`src/rtl/led_matrix_pkg.sv`:
```
// Shared types, default geometry and a constant-evaluable log2 helper for the LED matrix scanner.
package led_matrix_pkg;

  typedef enum logic [1:0] {StIdle, StShift, StLatch, StDisplay} scan_state_t;

  localparam int unsigned DefCols      = 32;
  localparam int unsigned DefRows      = 16;
  localparam int unsigned DefBpc       = 4;
  localparam int unsigned DefBaseTicks = 8;

  // Ceiling log2, never below 1 so it can size a vector directly.
  function automatic int unsigned clog2(input int unsigned v);
    int unsigned r;
    r = 0;
    for (int i = 0; i < 32; i++) begin
      if ((64'd1 << r) < 64'(v)) r++;
    end
    return (r == 0) ? 1 : r;
  endfunction

endpackage

```
`src/rtl/led_bcm_timer.sv`:
```
// Loadable down-counter that times one binary-weighted display slot.
module led_bcm_timer #(
  parameter int unsigned Width = 7
) (
  input  logic             clk_i,
  input  logic             rst_i,
  input  logic             load_i,
  input  logic [Width-1:0] load_val_i,
  input  logic             en_i,
  output logic             done_o
);

  logic [Width-1:0] cnt_q, cnt_d;

  always_comb begin
    cnt_d = cnt_q;
    if (load_i) begin
      cnt_d = load_val_i;
    end else if (en_i && (cnt_q != '0)) begin
      cnt_d = cnt_q - Width'(1);
    end
  end

  always_ff @(posedge clk_i or posedge rst_i) begin
    if (rst_i) cnt_q <= '0;
    else       cnt_q <= cnt_d;
  end

  assign done_o = en_i && (cnt_q == Width'(1));

endmodule

```
`src/rtl/led_matrix_scan_ctrl.sv`:
```
// BCM scan sequencer: shifts one bit plane of one row into the panel, latches it,
// then lights it for BASE_TICKS<<plane cycles, walking all planes and rows forever.
module led_matrix_scan_ctrl
  import led_matrix_pkg::*;
#(
  parameter int unsigned COLS       = DefCols,
  parameter int unsigned ROWS       = DefRows,
  parameter int unsigned BPC        = DefBpc,
  parameter int unsigned BASE_TICKS = DefBaseTicks
) (
  input  logic                         clk,
  input  logic                         reset,
  input  logic                         enable,
  output logic                         mem_rd_en,
  output logic [clog2(ROWS*COLS)-1:0]  mem_rd_addr,
  input  logic [3*BPC-1:0]             mem_rd_data,
  output logic                         led_r_,
  output logic                         led_g_,
  output logic                         led_b_,
  output logic                         pnl_clk,
  output logic                         pnl_lat,
  output logic                         pnl_oe_,
  output logic [clog2(ROWS)-1:0]       pnl_row,
  output logic                         frame_done
);

  localparam int unsigned AW = clog2(ROWS * COLS);
  localparam int unsigned RW = clog2(ROWS);
  localparam int unsigned KW = clog2(2 * COLS + 2);
  localparam int unsigned PW = clog2(BPC);
  localparam int unsigned TW = BPC - 1 + clog2(BASE_TICKS + 1);

  scan_state_t   state_q, state_d;
  logic [KW-1:0] k_q, k_d;
  logic [RW-1:0] row_q, row_d;
  logic [PW-1:0] plane_q, plane_d;
  logic [2:0]    led_q, led_d;
  logic          pnl_clk_q, pnl_clk_d;
  logic [RW-1:0] pnl_row_q, pnl_row_d;
  logic          frame_done_q, frame_done_d;
  logic          tmr_done;

  logic [BPC-1:0] pix_r, pix_g, pix_b;
  assign pix_r = mem_rd_data[3*BPC-1:2*BPC];
  assign pix_g = mem_rd_data[2*BPC-1:BPC];
  assign pix_b = mem_rd_data[BPC-1:0];

  led_bcm_timer #(
    .Width (TW)
  ) u_timer (
    .clk_i      (clk),
    .rst_i      (reset),
    .load_i     ((state_q == StLatch) && (k_q == KW'(1))),
    .load_val_i (TW'(BASE_TICKS) << plane_q),
    .en_i       (state_q == StDisplay),
    .done_o     (tmr_done)
  );

  always_comb begin
    state_d      = state_q;
    k_d          = k_q;
    row_d        = row_q;
    plane_d      = plane_q;
    led_d        = led_q;
    pnl_row_d    = pnl_row_q;
    pnl_clk_d    = 1'b0;
    frame_done_d = 1'b0;
    unique case (state_q)
      StIdle: begin
        if (enable) begin
          state_d = StShift;
          k_d     = '0;
        end
      end
      StShift: begin
        k_d = k_q + KW'(1);
        // Read data is valid on odd cycles; it drives the pins for the next two.
        if (k_q[0] && (k_q < KW'(2 * COLS))) begin
          led_d = ~{pix_r[plane_q], pix_g[plane_q], pix_b[plane_q]};
        end
        pnl_clk_d = !k_q[0] && (k_q >= KW'(2));
        if (k_q == KW'(2 * COLS + 1)) begin
          state_d = StLatch;
          k_d     = '0;
        end
      end
      StLatch: begin
        k_d = k_q + KW'(1);
        if ((k_q == '0) && (plane_q == '0)) pnl_row_d = row_q;
        if (k_q == KW'(1)) begin
          state_d = StDisplay;
          k_d     = '0;
        end
      end
      StDisplay: begin
        if (tmr_done) begin
          if (plane_q != PW'(BPC - 1)) begin
            plane_d = plane_q + PW'(1);
          end else begin
            plane_d = '0;
            if (row_q == RW'(ROWS - 1)) begin
              row_d        = '0;
              frame_done_d = 1'b1;
            end else begin
              row_d = row_q + RW'(1);
            end
          end
          k_d = '0;
          if (enable) begin
            state_d = StShift;
          end else begin
            state_d = StIdle;
            row_d   = '0;
            plane_d = '0;
          end
        end
      end
      default: state_d = StIdle;
    endcase
  end

  always_ff @(posedge clk or posedge reset) begin
    if (reset) begin
      state_q      <= StIdle;
      k_q          <= '0;
      row_q        <= '0;
      plane_q      <= '0;
      led_q        <= 3'b111;
      pnl_clk_q    <= 1'b0;
      pnl_row_q    <= '0;
      frame_done_q <= 1'b0;
    end else begin
      state_q      <= state_d;
      k_q          <= k_d;
      row_q        <= row_d;
      plane_q      <= plane_d;
      led_q        <= led_d;
      pnl_clk_q    <= pnl_clk_d;
      pnl_row_q    <= pnl_row_d;
      frame_done_q <= frame_done_d;
    end
  end

  assign mem_rd_en   = (state_q == StShift) && !k_q[0] && (k_q < KW'(2 * COLS));
  assign mem_rd_addr = AW'(32'(row_q) * COLS + 32'(k_q >> 1));
  assign led_r_      = led_q[2];
  assign led_g_      = led_q[1];
  assign led_b_      = led_q[0];
  assign pnl_clk     = pnl_clk_q;
  assign pnl_lat     = (state_q == StLatch) && (k_q == '0);
  assign pnl_oe_     = (state_q != StDisplay);
  assign pnl_row     = pnl_row_q;
  assign frame_done  = frame_done_q;

endmodule

```
`config.mk`:
```
export PLATFORM = sky130hd
export DESIGN_NAME = led_matrix_scan_ctrl
export DESIGN_NICKNAME = d
export VERILOG_FILES = /design/src/rtl/led_matrix_pkg.sv /design/src/rtl/led_bcm_timer.sv /design/src/rtl/led_matrix_scan_ctrl.sv
export SDC_FILE = /design/constraint.sdc
export NUM_CORES = 1
export LEC_CHECK = 0
export ABC_AREA = 1
export CORE_AREA = 2 2 95 74
export DETAILED_ROUTE_END_ITERATION = 8
export DIE_AREA = 0 0 97 76
export GPL_TIMING_DRIVEN = 0
export PLACE_DENSITY_LB_ADDON = 0.05
export SETUP_SLACK_MARGIN = 0.4
export SLEW_MARGIN = 30
export SYNTH_ARGS = -nofsm -noshare
export SYNTH_HDL_FRONTEND = slang
export SYNTH_SLANG_ARGS = --single-unit
export TNS_END_PERCENT = 100
```
`constraint.sdc`:
```
create_clock -name clk -period 3.15 [get_ports clk]
set_input_delay 0.315 -clock clk [delete_from_list [all_inputs] [get_ports clk]]
set_output_delay 0.315 -clock clk [all_outputs]
set_load 0.05 [all_outputs]
```
* After elaboration in Yosys (flattened, before gate mapping) *
Index checks and enable logic that the tools add are counted.

storage, ports and cells
  register bits after elaboration = 31
  latch bits = 0
  RAM bits = 0
  bits in read-only memories = 0
  input bits = 15
  output and inout bits = 21
  logic and storage cells = 83
  memories = 0

cells by class
  add/subtract/negate cells = 5
  multiply operators = 0
  div/mod/pow operators = 0
  magnitude comparators = 3
  equal/unequal tests = 14
  shift-type cells = 1
  mux-type cells = 29
  bitwise operators = 1
  reduce and logical (&&, ||, !) cells = 21

operators by type and width
  operator                                                           count
  two-way mux 7 bit                                                  6
  case mux 7 bit (4 select lines)                                    1
  == test 7 x 1 -> 1 bit, second input constant                      2
  two-way mux 2 bit                                                  6
  two-way mux 4 bit                                                  3
  inequality test 2 bit, second input constant                       6
  adder 9 x 6 -> 9 bit                                               1
  logical AND 1 bit                                                  9
  two-way mux 1 bit                                                  9
  case mux 2 bit (4 select lines)                                    1
  AND reduction 2 bit                                                4
  adder 7 x 1 -> 7 bit, second input constant                        1
  == test 7 bit, second input constant                               1
  greater-or-equal comparator 7 x 2 -> 1 bit, second input constant  1
  logical NOT 7 bit                                                  1
  less-than comparator 7 bit, second input constant                  1
  nonzero test 7 bit                                                 1
  left shift 4 x 2 -> 7 bit, first input constant                    1
  subtractor 7 x 1 -> 7 bit, second input constant                   1
  binary-select mux 1 bit (select 2 bit)                             3
  adder 4 x 1 -> 4 bit, second input constant                        1
  == test 2 bit, second input constant                               2
  == test 4 bit, second input constant                               1
  logical NOT 2 bit                                                  2
  9 further kinds                                                    9

* Logic depth before layout (Yosys ltp) *
Gate-level depths: netlist of run 1.

  word-level depth = 5
  depth in mapped cells = 10
  depth with buffers taken out = 9

* Hierarchy *
A second synthesis of run 1 with hierarchy kept.

second synthesis, totals
  cell total of the unflattened synthesis = 274
  area total of the unflattened synthesis = 2149.6 um2

modules (own cells, without submodules)
  module                instances  cells each  area each (um2)  seq. area each (um2)
  led_matrix_scan_ctrl  1          198         1572.8           604.3
  led_bcm_timer         1          76          576.8            175.2

* Least setup slack after synthesis of run 1 *
No wires, ideal clock.

  path kind = register -> output
  start = register state_q[1]
  end = output mem_rd_en
  arrival time = 1.880 ns
  required time = 2.835 ns
  slack = 0.955 ns
  stages on the path, launching flop included = 5
  path buffers = 0
  cell sequence = dfrtp_1 -> inv_1 -> ha_1 -> inv_1 -> nor3_1

between the ends
  word-level cells in the longest chain between the ends = 3

RTL lines
  item                            RTL line                     source
  start: declaration              led_matrix_scan_ctrl.sv:33   scan_state_t state_q, state_d;
  start signal: assignment        led_matrix_scan_ctrl.sv:124  state_q <= StIdle;
  start signal: assignment        led_matrix_scan_ctrl.sv:133  state_q <= state_d;
  == test 2 x 1 -> 1 bit          led_matrix_scan_ctrl.sv:144  assign mem_rd_en = (state_q == StShift) && !k_q[0] && (k_q < KW'(2 * COLS));
  logical AND 1 bit (2 in a row)  led_matrix_scan_ctrl.sv:144
  end: declaration                led_matrix_scan_ctrl.sv:14   output logic mem_rd_en,

No other way between the ends.

* Final worst setup path of run 1 *
Ends and elaborated chain as after synthesis.

==> Implementation_results.wiki, run 1 <==
{| class="wikitable"
! Metric !! Value
|-
| Placement row count || 26
|-
| Number of DRC violations after detailed-routing iteration 0 || 100
|-
| Util after Layout || 41.8%
|-
| Clock tree from TritonCTS || built
|-
| Insertion delay of the later-clocked pin in the worst-skew pair || 0.28 ns
|-
| R2r startpoint || state_q[1]$_DFFE_PP0P_
|-
| Setup repair after global routing missed its margin || no
|-
| # Post-CTS Setup Buffers || 0
|-
| Fraction of layout cells with a size suffix above 1 || 11.8%
|-
| Most instantiated library cell after synthesis || nand2_1
|-
| Largest net degree at the start of global routing || 32
|-
| Global-route wire length before repair || 8920 µm
|-
| CP endpoint kind || primary output
|-
| Number of buffers added by the clock tree synthesis step || 5
|-
| Time the final worst path needs with I/O delays and setup || 2.59 ns
|-
| Post-route clock skew || 0.00536 ns
|-
| Antenna diode count || 0
|-
| Vertical extent of the die || 76 µm
|-
| Fraction of the yosys area taken by sequential cells || 35.6%
|-
| Count of nets after finishing || 370
|-
| Fill cells || 708
|-
| Met1 routing resource usage after global routing || 21.4%
|-
| Layout overhead on the synthesized area || 25.0%
|-
| Startpoint types || register
|-
| Post-synth cell types || 32
|-
| Count of pins on the block boundary || 36
|-
| Global-route met2 utilization || 22.2%
|-
| Adder-cell area share of the yosys netlist || 10.3%
|-
| Ratio of final minimum period to clock period || 82.3%
|-
| Tot GR Track Use || 14.9%
|-
| Number of max-slew violations in the final report || 0
|-
| Synth top area cells || dfrtp_1 32%, nand2_1 14%, ha_1 10%, nand3_1 10%, inv_1 6.0%
|-
| YS warnings || 0
|-
| Starting utilization of the core area || 33.5%
|-
| Total power divided by cell area || 782 nW/µm²
|-
| Final global-route overflow total || 0
|-
| Count of state elements after synthesis || 31
|-
| Via count || 1936
|-
| Non-Filler Instances || 422
|-
| Arrival time worst endpoint || 2.28 ns
|-
| CTS Root Buffer Type || clkbuf_8
|-
| WS Path Type || reg2out
|-
| Total iterations of the first detailed-routing run || 4
|-
| Clock-pin slew on the worst setup and hold paths || 0.07 ns
|-
| Fraction of synthesized cell area taken by the top area cell type || 32.0%
|-
| Status || finished clean
|-
| Post-synthesis compound-gate area fraction || 5.66%
|-
| Die area || 7370 µm²
|-
| Worst supply voltage drop on vdd || 0.287 mV
|-
| Dominant combinational cell family by area after synthesis || simple AND/OR/NAND/NOR gates
|-
| Cell count after placement || 414
|-
| Synthesized instance count || 296
|-
| Required arrival time at the worst endpoint || 2.83 ns
|-
| DRC violations left || 0
|-
| Top cells by count, synth || 83 x nand2_1, 45 x nand3_1, 35 x inv_1
|-
| Clock net sink count || 31
|-
| Reported max-cap violation count || 0
|-
| CP Cell Sequence || inv_1 -> ha_1 -> inv_1 -> nor3_1 -> clkdlybuf4s50_1
|-
| GRT Max-Usage Layer || met2
|-
| R2R Path End || led_q[0]$_DFFE_PP1P_
|-
| Launch point of the worst path || state_q[1]$_DFFE_PP0P_
|-
| Worst-case headroom to the max-slew limit || 53.1%
|-
| Multiplexer share of the synthesized area || 0%
|-
| Synthesized area || 2190 µm²
|-
| Routability-driven placement congestion ratio || 0.787
|-
| FFs w/ async S/R, synth || 100%
|-
| Total of buffers placed on input and output ports || 34
|-
| Highest net fanout along the worst path || 6
|-
| Area of the placeable core || 6540 µm²
|-
| Final wirelength || 5180 µm
|-
| DR WL/cell || 12.3 µm
|-
| Worst setup path endpoint || mem_rd_en
|-
| Synthesized net count || 329
|-
| Vias per cell || 4.59
|-
| Path type of the worst min-delay path || in2async
|-
| CTS hold repair buffers || 0
|-
| Number of global-route vias before repair || 1849
|-
| Clock Tree Buf Depth || 2
|-
| Parity-gate share of the synthesized area counting xor and xnor cells || 3.20%
|-
| Reported leakage power || 1.39 nW
|-
| Depth of the most critical reg-to-reg path || 6
|-
| Worst Tran Pin Value || 0.703 ns
|-
| Avg Cell Area, Syn || 7.39 µm²
|-
| Cell taking the most area after synthesis || dfrtp_1
|-
| R2R setup slack || 1.45 ns
|-
| Slowest stage cell on the critical path || clkdlybuf4s50_1
|-
| Number of antenna violations at the first check in global routing || 0
|-
| Cell mode on critical path || inv_1
|-
| Global routing usage on met3 || 3.49%
|-
| Total negative setup slack || 0 ns
|-
| Post-cts gate resize count || 0
|-
| Setup-violating endpoint count in the final report || 0
|-
| Peak per-stage delay on the critical path || 0.83 ns
|-
| F_max || 386 MHz
|-
| Synth Area in Simple Gates || 35.1%
|-
| Dominant register cell in the synthesized netlist || dfrtp_1
|-
| Sum of net half-perimeters after detailed placement || 3750 µm
|-
| Number of H-tree levels || 2
|-
| Post-synth EDFFs || 0
|-
| Fin. Hold Viols || 0
|-
| Antenna-violating nets left || 0
|-
| Die outline width || 97 µm
|}
## worst max-delay path: cells and delay by family (launching register included)
kind | cells | cell delay [ns]
and+or+nand+nor | 1 | 0.17
buffers and inverters | 3 | 1.13
adders and majority gates | 1 | 0.27
DFF | 1 | 0.42
## power by group
group | leakage, nW | internal (W) | total [W] | switching (W)
logic | 0.938 | 0.000408 | 0.00117 | 0.000758
registers | 0.403 | 0.000512 | 0.000616 | 0.000104
clock network | 0.0515 | 0.000200 | 0.000359 | 0.000159
## how the worst min path moves through the flow
stage / endpoint / slack [ns]
after floorplan: frame_done$_DFF_PP0_ / 0.42
after global placement: pnl_row[1]$_DFFE_PP0P_ / 0.47
after detailed placement: pnl_row[1]$_DFFE_PP0P_ / 0.47
after CTS: row_q[2]$_DFFE_PP0P_ / 0.46
after global routing: row_q[1]$_DFFE_PP0P_ / 0.49
final: pnl_row[3]$_DFFE_PP0P_ / 0.47
## metrics by stage
| stage | hold slack [ns] | setup slack, ns | total power [W] | instance area, µm² |
|---|---|---|---|---|
| after floorplan | 0.416 | 0.955 | 0.00150 | 2190 |
| after global placement | 0.468 | 0.763 | 0.00181 | 2630 |
| after detailed placement | 0.471 | 0.773 | 0.00181 | 2630 |
| after CTS | 0.456 | 0.449 | 0.00218 | 2730 |
| after global routing | 0.489 | 0.464 | 0.00235 | 2740 |
| final | 0.465 | 0.558 | 0.00214 | 2740 |
## cell usage in the layout (no fill, tap or decap), types with 3 or more instances in the layout
master           netlist  final
o21ai_0                5      5
a31oi_1                3      3
inv_2                  2      3
nor2_2                 6      6
dfstp_2                3      3
clkbuf_8               0      7
xor2_1                 6      6
inv_1                 35     34
ha_1                  18     18
clkdlybuf4s50_1        0     33
dfrtp_1               28     28
o21ai_1                8      8
clkbuf_1               2      3
nand2_2                5      5
nor2_1                17     17
nor2_4                 4      4
buf_4                  6      6
nand3_1               45     45
nand2_1               83     83
## routing by layer
| layer | vias up | wire [µm] |
|---|---|---|
| met5 | - | 0 |
| met1 | 879 | 2670 |
| met2 | 31 | 2290 |
| met4 | 0 | 25 |
| li1 | 1024 | - |
| met3 | 2 | 183 |
## flip-flops by register name, summed over array words and instances, names as in the netlist
register and cells:
u_timer.cnt_q 7, led_q 3, pnl_row 4, pnl_clk 1
row_q 4, frame_done 1, state_q 2, k_q 7
plane_q 2
## logic make-up (layout without fill, tap and decap cells)
group | Yosys count | in the layout
AO/OA/AOI/OAI | 22 | 22
XOR/XNOR | 8 | 8
adder cells (fa/ha/maj) | 18 | 18
buffers and inverters | 50 | 92
flip-flops | 31 | 31
AND/OR/NAND/NOR | 167 | 167
## cell type report
type                       count  area [µm²]  area share (%)
buffer                        10        68.8            2.51
clock buffer                   8         100            3.66
inverter                      40         153            5.58
multi-input combinational    215        1190            43.4
sequential                    31         779            28.5
tap                           84         105            3.84
timing repair buffer          34         343            12.5
Power figures use the tool's default switching activity.
==> inputs of run 2 (changes only) <==
clock period = 2.3 ns   (was 3.15 ns; I/O delays follow)
==> Implementation_results.wiki, run 2 (synthesized netlist as in run 1, its figures left out) <==
{| class="wikitable"
! Metric !! Value
|-
| F_max || 543 MHz
|-
| Top library cells by usage in the layout, fill and taps aside || 83 x nand2_1, 45 x nand3_1, 32 x inv_1
|-
| Hold path endpoint || row_q[2]$_DFFE_PP0P_
|-
| Highest net fanout along the worst path || 6 (unchanged)
|-
| Placement row count || 26 (unchanged)
|-
| Time the final worst path needs with I/O delays and setup || 1.84 ns
|-
| CTS Root Buffer Type || clkbuf_8
|-
| Setup repair after global routing missed its margin || yes
|-
| Vias per cell || 4.58 (-0.15%)
|-
| Worst supply voltage drop on vdd || 0.545 mV (+90%)
|-
| Arrival time worst endpoint || 1.61 ns (-0.67 ns)
|-
| Worst-case headroom to the max-slew limit || 54.0% (+0.89 points)
|-
| Source of the worst hold timing path || enable
|-
| Placed Area || 2640 µm² (+0.19%)
|-
| Ratio of final minimum period to clock period || 80.1%
|-
| Insertion delay of the later-clocked pin in the worst-skew pair || 0.28 ns (about the same)
|-
| Total power divided by cell area || 1080 nW/µm² (+38%)
|-
| Layout overhead on the synthesized area || 26.9%
|-
| Antenna diode count || 0 (unchanged)
|-
| Non-Filler Instances || 427 (+1.2%)
|-
| Final global-route overflow total || 0 (unchanged)
|-
| Final hold slack || 0.356 ns (-0.109 ns)
|-
| Clock-pin slew on the worst setup and hold paths || 0.07 ns (about the same)
|-
| Number of DRC violations after detailed-routing iteration 0 || 95 (-5.0%)
|-
| Final wirelength || 5300 µm (+2.4%)
|-
| Antenna-violating nets left || 0 (unchanged)
|-
| Number of antenna violations at the first check in global routing || 0 (unchanged)
|-
| Starting utilization of the core area || 33.5% (unchanged)
|-
| DR WL/cell || 12.4 µm (+1.2%)
|-
| Count of nets after finishing || 375 (+1.4%)
|-
| Required arrival time at the worst endpoint || 2.07 ns (-0.76 ns)
|-
| Die area || 7370 µm² (unchanged)
|-
| Total iterations of the first detailed-routing run || 4 (unchanged)
|-
| Number of cells traversed by the worst hold path || 3
|-
| Sum of net half-perimeters after detailed placement || 3830 µm (+2.2%)
|-
| Reported leakage power || 1.43 nW (+2.8%)
|-
| Cell area after layout || 2780 µm² (+1.5%)
|-
| Vertical extent of the die || 76 µm (unchanged)
|-
| Setup-violating endpoint count in the final report || 0 (unchanged)
|-
| CTS hold repair buffers || 0 (unchanged)
|-
| Regs by FF count || k_q x7, u_timer.cnt_q x7
|-
| CP endpoint kind || primary output
|-
| Routability-driven placement congestion ratio || 0.796 (+1.1%)
|-
| Worst slack at placement || -0.0316 ns (-0.804 ns)
|-
| Number of global-route vias before repair || 1798 (-2.8%)
|-
| Clock Tree Buf Depth || 2 (unchanged)
|-
| WS Path Type || reg2out
|-
| Number of max-slew violations in the final report || 0 (unchanged)
|-
| Number of buffers added by the clock tree synthesis step || 5 (unchanged)
|-
| Worst Tran Pin Value || 0.689 ns (-0.0133 ns)
|-
| Tot GR Track Use || 14.7% (-0.22 points)
|-
| Fraction of layout cells with a size suffix above 1 || 16.3% (+4.5 points)
|-
| Global-route wire length before repair || 8850 µm (-0.85%)
|-
| Total negative setup slack || 0 ns (unchanged)
|-
| Via count || 1956 (+1.0%)
|-
| Depth of the most critical reg-to-reg path || 7 (+1)
|-
| Fin. Hold Viols || 0 (unchanged)
|-
| Post-route clock skew || 0.00265 ns (-0.00271 ns)
|-
| Worst-case setup margin in the final layout || 0.459 ns (-0.0990 ns)
|-
| Count of pins on the block boundary || 36 (unchanged)
|-
| Total of buffers placed on input and output ports || 34 (unchanged)
|-
| R2r startpoint || plane_q[0]$_DFFE_PP0P_
|-
| Cell count after placement || 414 (unchanged)
|-
| R2R setup slack || 0.62 ns (-0.83 ns)
|-
| Clock tree from TritonCTS || built
|-
| Reported max-cap violation count || 0 (unchanged)
|-
| Status || finished clean
|-
| Largest net degree at the start of global routing || 32 (unchanged)
|-
| DRC violations left || 0 (unchanged)
|-
| Area of the placeable core || 6540 µm² (unchanged)
|-
| Most common cell after layout, fill and taps aside || nand2_1
|-
| Die outline width || 97 µm (unchanged)
|-
| Clock net sink count || 31 (unchanged)
|-
| Startpoint types || register
|-
| Number of H-tree levels || 2 (unchanged)
|-
| Path type of the worst min-delay path || in2reg
|-
| R2R Path End || pnl_row[1]$_DFFE_PP0P_
|}
-- run 2: layout make-up --
type	count	area, µm²
well taps	84	105
clock buffers	7	76.3
multi-input cells	215	1220
fillers	685	3760
clock inverters	1	5.00
inverters	40	160
repair buffers	39	358
plain buffers	10	68.8
flip-flops and latches	31	781
-- run 2: per-stage QoR --
stage / total power (W) / utilization, %
CTS: 0.00291 / 41.3
floorplan: 0.00205 / -
global placement: 0.00248 / 40.4
detailed placement: 0.00248 / 40.4
global route: 0.00327 / 42.5
finish: 0.00300 / 42.5
-- run 2: repair_timing --
action | CTS | global route
resized for setup | 34 | 13
setup buffers | 0 | 5
gates cloned | 0 | 0
endpoints found under the setup margin | 10 | 7
-- run 2: worst max path at each step --
| stage | from | end | slack [ns] | cells past startpoint |
|---|---|---|---|---|
| after floorplan | k_q[6]$_DFFE_PP0P_ | mem_rd_addr[7] | 0.46 | 3 |
| after global placement | state_q[0]$_DFFE_PP0P_ | pnl_lat | -0.02 | 5 |
| after detailed placement | state_q[0]$_DFFE_PP0P_ | pnl_lat | -0.03 | 5 |
| after CTS | state_q[0]$_DFFE_PP0P_ | pnl_lat | 0.18 | 5 |
| after global routing | k_q[0]$_DFFE_PP0P_ | pnl_lat | 0.37 | 5 |
| final | state_q[0]$_DFFE_PP0P_ | pnl_lat | 0.46 | 5 |
-- run 2: critical path: stages, from the launching register on --
cell and delay (ns):
dfrtp_1 0.47, inv_1 0.16, ha_4 0.21, clkinvlp_4 0.14, nor2_4 0.15, buf_4 0.21
-- run 2: layer usage --
| layer | track usage [%] | up-vias | routed length [µm] | part of all wire [%] |
|---|---|---|---|---|
| met5 | 0 | - | 0 | 0 |
| met4 | 2.96 | 0 | 42 | 0.79 |
| met3 | 3.76 | 5 | 162 | 3.1 |
| met2 | 22.6 | 23 | 2240 | 42 |
| met1 | 21.1 | 894 | 2850 | 54 |
| li1 | - | 1034 | - | - |
-- run 2: where the power goes --
group / total, W / internal (W) / leakage (nW) / switching [W]
registers: 0.000851 / 0.000701 / 0.401 / 0.000150
clock network: 0.000429 / 0.000213 / 0.0422 / 0.000217
logic: 0.00172 / 0.000624 / 0.988 / 0.00109
==> inputs of run 3 (changes only) <==
clock period = 1.52 ns   (was 2.3 ns; I/O delays follow)
==> Implementation_results.wiki, run 3 (synthesized netlist as in run 1, its figures left out) <==
{| class="wikitable"
! Metric !! Value
|-
| Antenna diode count || 0 (unchanged)
|-
| Top library cells by usage in the layout, fill and taps aside || 57 x nand2_1, 35 x buf_4, 32 x nand3_1
|-
| Global-route wire length before repair || 10500 µm (+19%)
|-
| Highest net fanout along the worst path || 3 (-3)
|-
| Status || complete, but fails checks
|-
| Clock tree from TritonCTS || built
|-
| Antenna-violating nets left || 0 (unchanged)
|-
| Switching fraction of total power || 45.5% (-3.2 points)
|-
| DR WL/cell || 13.4 µm (+8.2%)
|-
| Path type of the worst min-delay path || in2async
|-
| Ratio of final minimum period to clock period || 101%
|-
| Number of DRC violations after detailed-routing iteration 0 || 73 (-23%)
|-
| CTS Root Buffer Type || clkbuf_8
|-
| Required arrival time at the worst endpoint || 1.37 ns (-0.70 ns)
|-
| Reported leakage power || 1.82 nW (+27%)
|-
| Clk network pwr share || 11.3% (-3.0 points)
|-
| Die area || 7370 µm² (unchanged)
|-
| Largest net degree at the start of global routing || 32 (unchanged)
|-
| Final global-route overflow total || 0 (unchanged)
|-
| Count of nets after finishing || 426 (+14%)
|-
| Total power divided by cell area || 1700 nW/µm² (+57%)
|-
| Comb power frac || 68.4% (+11 points)
|-
| Tot GR Track Use || 17.4% (+2.7 points)
|-
| Count of pins on the block boundary || 36 (unchanged)
|-
| Placed Area || 2860 µm² (+8.5%)
|-
| Number of max-slew violations in the final report || 0 (unchanged)
|-
| Sum of net half-perimeters after detailed placement || 3900 µm (+1.7%)
|-
| Reported max-cap violation count || 0 (unchanged)
|-
| P_sw || 0.00300 W (+110%)
|-
| Setup repair after global routing missed its margin || yes
|-
| Fraction of layout cells with a size suffix above 1 || 55.1% (+39 points)
|-
| Number of H-tree levels || 2 (unchanged)
|-
| Regs by FF count || k_q x7, u_timer.cnt_q x7
|-
| Worst-case setup margin in the final layout || -0.00860 ns (-0.467 ns)
|-
| F_max || 654 MHz
|-
| Worst slack at placement || -0.477 ns (-0.446 ns)
|-
| Number of antenna violations at the first check in global routing || 0 (unchanged)
|-
| Failing checks || negative setup slack
|-
| Vertical extent of the die || 76 µm (unchanged)
|-
| Via count || 2238 (+14%)
|-
| Time the final worst path needs with I/O delays and setup || 1.53 ns
|-
| Die outline width || 97 µm (unchanged)
|-
| WS Path Type || reg2out
|-
| Layout overhead on the synthesized area || 77.6%
|-
| Worst Tran Pin Value || 0.696 ns (+0.00692 ns)
|-
| Worst-case headroom to the max-slew limit || 53.5% (-0.46 points)
|-
| Area of the placeable core || 6540 µm² (unchanged)
|-
| Arrival time worst endpoint || 1.38 ns (-0.23 ns)
|-
| Non-Filler Instances || 478 (+12%)
|-
| Cell Int Power || 0.00359 W (+130%)
|-
| Worst supply voltage drop on vdd || 1.08 mV (+97%)
|-
| CP endpoint kind || primary output
|-
| Number of global-route vias before repair || 2157 (+20%)
|-
| Placement row count || 26 (unchanged)
|-
| Util after Layout || 59.4% (+17 points)
|-
| CTS hold repair buffers || 0 (unchanged)
|-
| Clock-pin slew on the worst setup and hold paths || 0.07 ns (about the same)
|-
| Routability-driven placement congestion ratio || 0.825 (+3.7%)
|-
| Post-route clock skew || 0.00640 ns (+0.00375 ns)
|-
| Fin. Hold Viols || 0 (unchanged)
|-
| Total negative setup slack || -0.00860 ns (-0.00860 ns)
|-
| Clock Tree Buf Depth || 2 (unchanged)
|-
| Number of buffers added by the clock tree synthesis step || 5 (unchanged)
|-
| Cell area after layout || 3890 µm² (+40%)
|-
| Insertion delay of the later-clocked pin in the worst-skew pair || 0.29 ns (about the same)
|-
| Starting utilization of the core area || 33.5% (unchanged)
|-
| DRC violations left || 0 (unchanged)
|-
| Sequential group share of total power || 20.3% (-8.1 points)
|-
| Final wirelength || 6420 µm (+21%)
|-
| Cell count after placement || 414 (unchanged)
|-
| Total of buffers placed on input and output ports || 34 (unchanged)
|-
| Total iterations of the first detailed-routing run || 4 (unchanged)
|-
| Most common cell after layout, fill and taps aside || nand2_1
|-
| Clock net sink count || 31 (unchanged)
|-
| Startpoint types || register
|-
| Vias per cell || 4.68 (+2.2%)
|-
| Setup-violating endpoint count in the final report || 1 (+1)
|}
-- run 3: area by class of cell --
type / instances / area, µm²
buffer: 10 / 104
clock buffer: 8 / 100
fill: 569 / 2650
inverter: 40 / 206
multi-input combinational: 215 / 1680
sequential: 31 / 796
tap: 84 / 105
timing repair buffer: 90 / 900
-- run 3: stage by stage --
stage / total power, W / hold WS, ns
floorplan: 0.00351 / 0.253
CTS: 0.00619 / 0.311
detailed placement: 0.00417 / 0.458
global placement: 0.00414 / 0.459
finish: 0.00659 / 0.292
global route: 0.00704 / 0.361
-- run 3: power by group through the flow --
stage | Combinational, W | Sequential, W | Clock, W
after floorplan | 0.00204 | 0.00146 | 0
after global placement | 0.00279 | 0.00135 | 0
after detailed placement | 0.00281 | 0.00136 | 0
after CTS | 0.00410 | 0.00132 | 0.000771
after global routing | 0.00487 | 0.00137 | 0.000801
final | 0.00451 | 0.00134 | 0.000744
-- run 3: final timing paths --
path,cells after the start,start,endpoint,slack (ns)
setup reg to reg,9,state_q[0]$_DFFE_PP0P_,state_q[0]$_DFFE_PP0P_,0.03
hold reg to reg,2,pnl_row[2]$_DFFE_PP0P_,pnl_row[2]$_DFFE_PP0P_,0.48
max in group asynchronous,2,reset,plane_q[1]$_DFFE_PP0P_,0.74
min in group clk,3,enable,row_q[1]$_DFFE_PP0P_,0.34
hold / removal,2,reset,pnl_row[1]$_DFFE_PP0P_,0.29
setup / recovery,4,k_q[6]$_DFFE_PP0P_,mem_rd_addr[7],-0.009
-- run 3: critical path, stage by stage, from the launching register on --
cell,delay [ns]
dfrtp_2,0.44
ha_4,0.18
ha_4,0.17
xor2_4,0.12
buf_6,0.17
-- run 3: repair_timing --
item	CTS	global route
pin swaps	24	23
endpoints found under the setup margin	52	48
gates cloned	1	0
resized for setup	224	51
buffers inserted	42	13
-- run 3: per-layer routing --
| layer | GRT usage, % | wire [µm] | vias to the layer above |
|---|---|---|---|
| met1 | 25.3 | 3160 | 1047 |
| met3 | 3.76 | 238 | 5 |
| met4 | 4.08 | 47 | 0 |
| li1 | - | - | 1144 |
| met2 | 26.6 | 2970 | 42 |
| met5 | 0 | 0 | - |
